## src/rtl/seg7_pkg.sv

```systemverilog
// Shared types and constants for the seven-segment monitor.
// Segment bit order is {g,f,e,d,c,b,a}.
package seg7_pkg;

    localparam int unsigned DIGITS = 16;
    localparam logic [6:0] BLANK = 7'h00;

    localparam logic [6:0] SEG_TABLE [DIGITS] = '{
        7'h3F, 7'h06, 7'h5B, 7'h4F,
        7'h66, 7'h6D, 7'h7D, 7'h07,
        7'h7F, 7'h6F, 7'h77, 7'h7C,
        7'h39, 7'h5E, 7'h79, 7'h71
    };

    typedef enum logic {
        EMPTY = 1'b0,
        TRACK = 1'b1
    } state_t;

    typedef struct packed {
        logic valid;
        logic err;
        logic up;
        logic down;
        logic jump;
        logic wrap;
    } pulse_t;

endpackage

```

## src/rtl/seg7_monitor_if.sv

```systemverilog
// Sampling controls and monitor results of seg7_monitor.
// master drives the pattern; slave is the monitor.
interface seg7_monitor_if;

    logic       en;
    logic       clear;
    logic [6:0] seg_in;
    logic [3:0] value;
    logic       locked;
    logic       value_valid;
    logic       err_invalid;
    logic       step_up;
    logic       step_down;
    logic       jump;
    logic       wrap;
    logic [7:0] step_count;

    modport master (
        output en, clear, seg_in,
        input  value, locked, value_valid, err_invalid,
        input  step_up, step_down, jump, wrap, step_count
    );

    modport slave (
        input  en, clear, seg_in,
        output value, locked, value_valid, err_invalid,
        output step_up, step_down, jump, wrap, step_count
    );

endinterface

```

## src/rtl/seg7_decode.sv

```systemverilog
// Combinational seven-segment pattern decoder.
// BLANK is reported separately and is not a valid digit.
module seg7_decode
    import seg7_pkg::*;
(
    input  logic [6:0] seg_in,
    output logic [3:0] digit,
    output logic       is_valid,
    output logic       is_blank
);

    always_comb begin
        digit    = 4'd0;
        is_valid = 1'b0;
        is_blank = (seg_in == BLANK);
        for (int i = 0; i < DIGITS; i++) begin
            if (seg_in == SEG_TABLE[i]) begin
                digit    = 4'(i);
                is_valid = 1'b1;
            end
        end
    end

endmodule

```

## src/rtl/seg7_monitor.sv

```systemverilog
// Debounces a segment pattern, decodes it and classifies
// successive digits as steps, jumps and wraps.
module seg7_monitor
    import seg7_pkg::*;
#(
    parameter int unsigned STABLE_CYCLES = 4
) (
    input  logic         clk_2,
    input  logic         reset_n,
    seg7_monitor_if.slave bus
);

    localparam logic [3:0] N = 4'(STABLE_CYCLES);

    logic [6:0] sample;
    logic [6:0] prev;
    logic [3:0] cnt;
    logic [3:0] cnt_nx;
    logic [3:0] cnt_inc;
    logic       same;
    logic       accept;

    state_t     state;
    state_t     state_nx;
    logic [3:0] value;
    logic [3:0] value_nx;
    logic [7:0] count;
    logic [7:0] count_nx;
    pulse_t     pulse;
    pulse_t     pulse_nx;

    logic [3:0] digit;
    logic       is_valid;
    logic       is_blank;
    logic [3:0] diff;

    seg7_decode u_decode (
        .seg_in  (sample),
        .digit   (digit),
        .is_valid(is_valid),
        .is_blank(is_blank)
    );

    // The counter tracks the registered sample, hence the extra edge.
    assign same    = (sample == prev);
    assign cnt_inc = !same ? 4'd1 :
                     (cnt == 4'hF) ? cnt : cnt + 4'd1;
    assign accept  = bus.en && !bus.clear && (cnt_inc == N)
                     && !(same && cnt == N);
    assign diff    = digit - value;

    always_comb begin
        state_nx = state;
        value_nx = value;
        count_nx = count;
        cnt_nx   = cnt;
        pulse_nx = '0;
        if (bus.clear) begin
            state_nx = EMPTY;
            value_nx = 4'd0;
            count_nx = 8'd0;
            cnt_nx   = 4'd0;
        end else if (bus.en) begin
            cnt_nx = cnt_inc;
            if (accept) begin
                unique case (1'b1)
                    is_blank: begin
                        state_nx = EMPTY;
                    end
                    !is_valid && !is_blank: begin
                        pulse_nx.err = 1'b1;
                    end
                    is_valid && state == EMPTY: begin
                        state_nx       = TRACK;
                        value_nx       = digit;
                        pulse_nx.valid = 1'b1;
                    end
                    default: begin
                        if (diff != 4'd0) begin
                            value_nx       = digit;
                            pulse_nx.valid = 1'b1;
                            if (diff == 4'd1) begin
                                pulse_nx.up   = 1'b1;
                                pulse_nx.wrap = (value == 4'hF);
                            end else if (diff == 4'hF) begin
                                pulse_nx.down = 1'b1;
                                pulse_nx.wrap = (value == 4'h0);
                            end else begin
                                pulse_nx.jump = 1'b1;
                            end
                            if ((pulse_nx.up || pulse_nx.down)
                                && count != 8'hFF) begin
                                count_nx = count + 8'd1;
                            end
                        end
                    end
                endcase
            end
        end
    end

    always_ff @(posedge clk_2 or negedge reset_n) begin
        if (!reset_n) begin
            sample <= 7'd0;
            prev   <= 7'd0;
            cnt    <= 4'd0;
            state  <= EMPTY;
            value  <= 4'd0;
            count  <= 8'd0;
            pulse  <= '0;
        end else begin
            if (bus.en) begin
                sample <= bus.seg_in;
                prev   <= sample;
            end
            cnt   <= cnt_nx;
            state <= state_nx;
            value <= value_nx;
            count <= count_nx;
            pulse <= pulse_nx;
        end
    end

    assign bus.value       = value;
    assign bus.locked      = (state == TRACK);
    assign bus.value_valid = pulse.valid;
    assign bus.err_invalid = pulse.err;
    assign bus.step_up     = pulse.up;
    assign bus.step_down   = pulse.down;
    assign bus.jump        = pulse.jump;
    assign bus.wrap        = pulse.wrap;
    assign bus.step_count  = count;

endmodule

```

## src/flat_wrapper.sv

```systemverilog
// flat-port wrapper written by rule: the top's interface ports become plain ports
module seg7_monitor_flat import seg7_pkg::*;
#(
    parameter int unsigned STABLE_CYCLES = 4
)
  (clk_2, reset_n, bus_en, bus_clear, bus_seg_in, bus_value, bus_locked, bus_value_valid, bus_err_invalid, bus_step_up, bus_step_down, bus_jump, bus_wrap, bus_step_count);
  seg7_monitor_if bus_i ();
  input  logic clk_2;
  input  logic reset_n;
  input wire logic [$bits(bus_i.en)-1:0] bus_en;
  input wire logic [$bits(bus_i.clear)-1:0] bus_clear;
  input wire logic [$bits(bus_i.seg_in)-1:0] bus_seg_in;
  output wire logic [$bits(bus_i.value)-1:0] bus_value;
  output wire logic [$bits(bus_i.locked)-1:0] bus_locked;
  output wire logic [$bits(bus_i.value_valid)-1:0] bus_value_valid;
  output wire logic [$bits(bus_i.err_invalid)-1:0] bus_err_invalid;
  output wire logic [$bits(bus_i.step_up)-1:0] bus_step_up;
  output wire logic [$bits(bus_i.step_down)-1:0] bus_step_down;
  output wire logic [$bits(bus_i.jump)-1:0] bus_jump;
  output wire logic [$bits(bus_i.wrap)-1:0] bus_wrap;
  output wire logic [$bits(bus_i.step_count)-1:0] bus_step_count;
  assign bus_i.en = bus_en;
  assign bus_i.clear = bus_clear;
  assign bus_i.seg_in = bus_seg_in;
  assign bus_value = bus_i.value;
  assign bus_locked = bus_i.locked;
  assign bus_value_valid = bus_i.value_valid;
  assign bus_err_invalid = bus_i.err_invalid;
  assign bus_step_up = bus_i.step_up;
  assign bus_step_down = bus_i.step_down;
  assign bus_jump = bus_i.jump;
  assign bus_wrap = bus_i.wrap;
  assign bus_step_count = bus_i.step_count;
  seg7_monitor #(.STABLE_CYCLES(STABLE_CYCLES)) u_core (.clk_2(clk_2), .reset_n(reset_n), .bus(bus_i));
endmodule
```

## config.mk

```make
export PLATFORM = sky130hd
export DESIGN_NAME = seg7_monitor_flat
export DESIGN_NICKNAME = d
export VERILOG_FILES = /design/src/rtl/seg7_pkg.sv /design/src/rtl/seg7_monitor_if.sv /design/src/rtl/seg7_decode.sv /design/src/rtl/seg7_monitor.sv /design/src/flat_wrapper.sv
export SDC_FILE = /design/constraint.sdc
export NUM_CORES = 1
export LEC_CHECK = 0
export CAP_MARGIN = 20
export CORE_ASPECT_RATIO = 1.25
export CORE_MARGIN = 3
export CORE_UTILIZATION = 55
export DETAILED_ROUTE_END_ITERATION = 6
export PLACE_DENSITY = 0.79
export SLEW_MARGIN = 20
export SYNTH_ARGS = -nofsm -noshare
export SYNTH_HDL_FRONTEND = slang
export SYNTH_SLANG_ARGS = --single-unit
export TNS_END_PERCENT = 30
```

## constraint.sdc

```tcl
create_clock -name clk_2 -period 8.75 [get_ports clk_2]
set_clock_uncertainty 0.05 [all_clocks]
set_input_delay 1.75 -clock clk_2 [delete_from_list [all_inputs] [get_ports clk_2]]
set_output_delay 1.75 -clock clk_2 [all_outputs]
set_load 0.01 [all_outputs]
```

==> results.txt <==
The first-pass GRT wire length came out at roughly 8500 um. The number of enable-type register cells in the synthesized netlist is 0. The final max-slew violation count was 0. The total of fill cells in the finished design is around 350.

Entering global routing, the biggest net connects 38 pins. In the finished design, the share of the clock period the worst path needs comes to 51.17%. The run finished with clean final reports.

The number of I/O port buffers came out at 29. After synthesis the netlist holds a flip-flop and latch count of 37. In this run the remaining antenna-violating nets after routing total 0.

The share of Yosys cell area claimed by the top area cell type is just under 40%. The transition time of the tightest slew-check pin came out at between 0.8 and 0.9 ns. The cell occurring most often along the worst timing path is sky130_fd_sc_hd__or3_1. The stage delay of the slowest cell on the critical path came out at approximately 0.59 ns. At the placement stage, the worst setup path has a slack of 3.994 ns.

The initial antenna violation count came out at 0. The net count of the mapped netlist is between 200 and 300. The via count of the first global-routing pass is 1865. The number of max-cap violations is 0. The power density of the placed cells is 137.1 nW/um^2. In the synthesized netlist, the cells that appear most often are 37 x sky130_fd_sc_hd__dfrtp_1, 17 x sky130_fd_sc_hd__mux2_2, 16 x sky130_fd_sc_hd__nor2_1. The met2 layer usage reported by global route is 40.84%. The prevailing post-synth register cell is sky130_fd_sc_hd__dfrtp_1. The horizontal die dimension came out at 65.02 um. The synthesized netlist occupies a cell area of 2395 um^2.

Compared with the post-synthesis result, the final layout area differs by 16.56%. The placed wire-length estimate after detailed placement came out at 3658 um. At the worst endpoint, the arrival time is 4.60 ns. The highest ir drop seen on vdd is 0.1045 mV.

The Yosys step of the flow raised 0 warnings. The residual overflow from global routing came out at 0. The unique cell type count in the Yosys netlist is 52.

The element type at the critical path start is a flip-flop. The standard cell core area came out at 4131 um^2. The clock sink count came out at 37. The clock input transition at the sequential cells of the worst setup and hold paths is 0.07 ns. The floorplan die height came out at 79.78 um. The violation count after the first detailed-routing iteration came out at 113. The sum of negative setup slack is 0 ns.

Yosys attributes the largest share of cell area to sky130_fd_sc_hd__dfrtp_1 39%, sky130_fd_sc_hd__mux2_2 8.0%, sky130_fd_sc_hd__xor2_1 3.3%, sky130_fd_sc_hd__a2111oi_2 3.1%, sky130_fd_sc_hd__ha_1 3.1%. Traced cell by cell, the critical path runs through and4b_1, a32o_2, or3_1, ha_1, and3b_1, or3_1, a211oi_1, or3_1, o21ba_2, mux2_2. The floorplan has 26 rows.

The leakage power total is around 1.1 nW. The TritonCTS clock tree is yes. The met1 track demand over resource in global routing came out at a little under a quarter. The highest clock frequency the design can meet is about 220 MHz. The number of buffers inserted by post-CTS setup repair is 0.

The post-route netlist has between 10% and 20% of its cells at a drive strength greater than 1. sky130_fd_sc_hd__dfrtp_1 is the most common cell in the netlist. At the end of the flow, the number of nets in the layout was 284.

The ratio of routed vias to standard cells is 6.025. The largest total area in the synthesized netlist belongs to sky130_fd_sc_hd__dfrtp_1. After detailed routing, the number of remaining DRC violations is 0. The overall routed net length is around 5000 um. The critical path is of the flip-flop to flip-flop type. The number of instances in the synthesized netlist is 244. The design draws 382.6 uW. The first TritonRoute pass finished after 4 iterations.

The clock latency of the later-clocked register in the worst-skew pair came out at ~0.29 ns. The setup-violating endpoint count in the final report is 0. In this run the clock root is driven by a sky130_fd_sc_hd__clkbuf_8. Dividing the synthesized area by the synthesized cell count gives 9.815 um^2. The clock tree buffer depth came out at 2. At the end of routability-driven placement, the weighted congestion stood at 0.8203. The worst slew margin relative to its limit came out at between 40 and 50%. Setup repair after global routing left no endpoint under its margin.

The boundary pin count is 30. The global routing met3 resource utilization is under 10%. The largest fanout on the critical path is 16. The count of endpoints failing hold in the final timing report is 0. The number of antenna diodes came out at 0. The type of element capturing the critical path is a flip-flop. The clock tree synthesis step divided the H-tree into 2 levels. At the worst endpoint, the required time is 8.87 ns. The worst hold path cell count is 1. The hold buffer count at cts came out at 0. The count of instances resized after the clock tree is built is 0.

The worst reg2reg path depth came out at 10. The core utilization of the finished layout came out at 67.57%. The time the final worst path needs with I/O delays and setup came out at 4.478 ns. Dividing the detail-routed wire length by the instance count gives roughly 16 um. In the post-route analysis, the smallest setup slack over all paths is between 4 and 5 ns.

The share of synthesized flip-flops with an asynchronous set or reset came out at 100.0%. The via total after detailed routing came out at roughly 1.9k. Across every metal layer, demand over resource in global routing totals 20.99%.

The path category of the worst min-delay check is flip-flop to flip-flop. The initial core utilization came out at between 50% and 60%. For this design, the slowest cell found on the critical path is sky130_fd_sc_hd__a211oi_1. The largest delay contributor family on the critical path is simple AND/OR/NAND/NOR gates.

The sequential fraction of the synthesis area is 38.66%. The number of stages on the worst setup path came out at 10. The number of buffers added by the clock tree synthesis step came out at 5. Hold timing on the final database bottoms out at a slack of 0.4782 ns. The critical path buffer and inverter count is 0.

The area enclosed by the die boundary is 5187 um^2. The layer flagged by global routing as most heavily used is met2.
[worst reg2reg max path: cells and delay by family (launching register included)]
family | cells | cell delay, ns
fa+ha+maj | 1 | 0.36
flops | 1 | 0.58
simple gates | 5 | 1.84
mux | 1 | 0.36
compound gates | 3 | 1.19
[cells in the final DEF (no fill, tap or decap), drive strengths merged, types with 3 or more instances in the layout]
cell type	n
nand3b	3
a31oi	3
nor3b	3
nor2b	9
clkdlybuf4s50	28
nor4	6
a21oi	8
nor2	16
nor3	8
a2111oi	5
inv	10
or3	4
and3	3
nand3	6
o211ai	4
mux2	20
xor2	9
nand2b	7
clkbuf	7
dfrtp	37
ha	6
a211oi	7
nand2	13
o21ai	11
mux2i	4
[per-stage QoR]
stage	cell area (um^2)	instances
3_3_place_gp	2690	315
2_1_floorplan	2395	244
4_1_cts	2791	323
6_report	2791	323
5_1_grt	2791	323
3_5_place_dp	2690	315
[cells by family after synthesis]
group           Yosys count  share of synthesized area (%)
compound gates           48                          15.62
xor+xnor                 11                          4.023
fa+ha+maj                 7                          3.971
buf+inv                  24                          4.075
flops                    37                          38.66
mux                      24                          11.08
simple gates             93                          22.57
[cell type report]
type	count	area [um^2]	share of cell area, %
flip-flops and latches	37	925.9	33.17
repair buffers	29	285.3	10.22
clock inverters	1	5.005	0.1793
multi-input cells	183	1371	49.13
clock buffers	7	96.34	3.451
inverters	10	37.54	1.345
well taps	56	70.07	2.510
[power breakdown]
group / switching [mW] / internal (mW)
sequential: 0.0163 / 0.179
combinational: 0.0301 / 0.0266
clock: 0.0595 / 0.0712
[final timing paths]
kind                                              start                              end  slack, ns
setup / recovery           u_core.sample[4]$_DFFE_PN0P_  u_core.bus.value[2]$_DFFE_PN0P_       4.27
min in group asynchronous                       reset_n        u_core.bus.wrap$_DFF_PN0_       1.51
hold / removal               u_core.prev[5]$_DFFE_PN0P_       u_core.prev[5]$_DFFE_PN0P_       0.48
setup reg to reg           u_core.sample[4]$_DFFE_PN0P_  u_core.bus.value[2]$_DFFE_PN0P_       4.27
hold reg to reg              u_core.prev[5]$_DFFE_PN0P_       u_core.prev[5]$_DFFE_PN0P_       0.48
max in group asynchronous                       reset_n       u_core.prev[2]$_DFFE_PN0P_       6.62
[state kept, by name, indices dropped and copies added (netlist names), 4 cells and up]
signal / count
u_core.bus.value: 4
u_core.sample: 7
u_core.bus.step_count: 8
u_core.prev: 7
u_core.cnt: 4
[per-layer routing]
metal	up-vias	part of all wire [%]
met2	39	55
met5	-	0
met3	7	3.4
met1	964	40
met4	0	1.2
li1	936	-
Power figures use the tool's default switching activity.
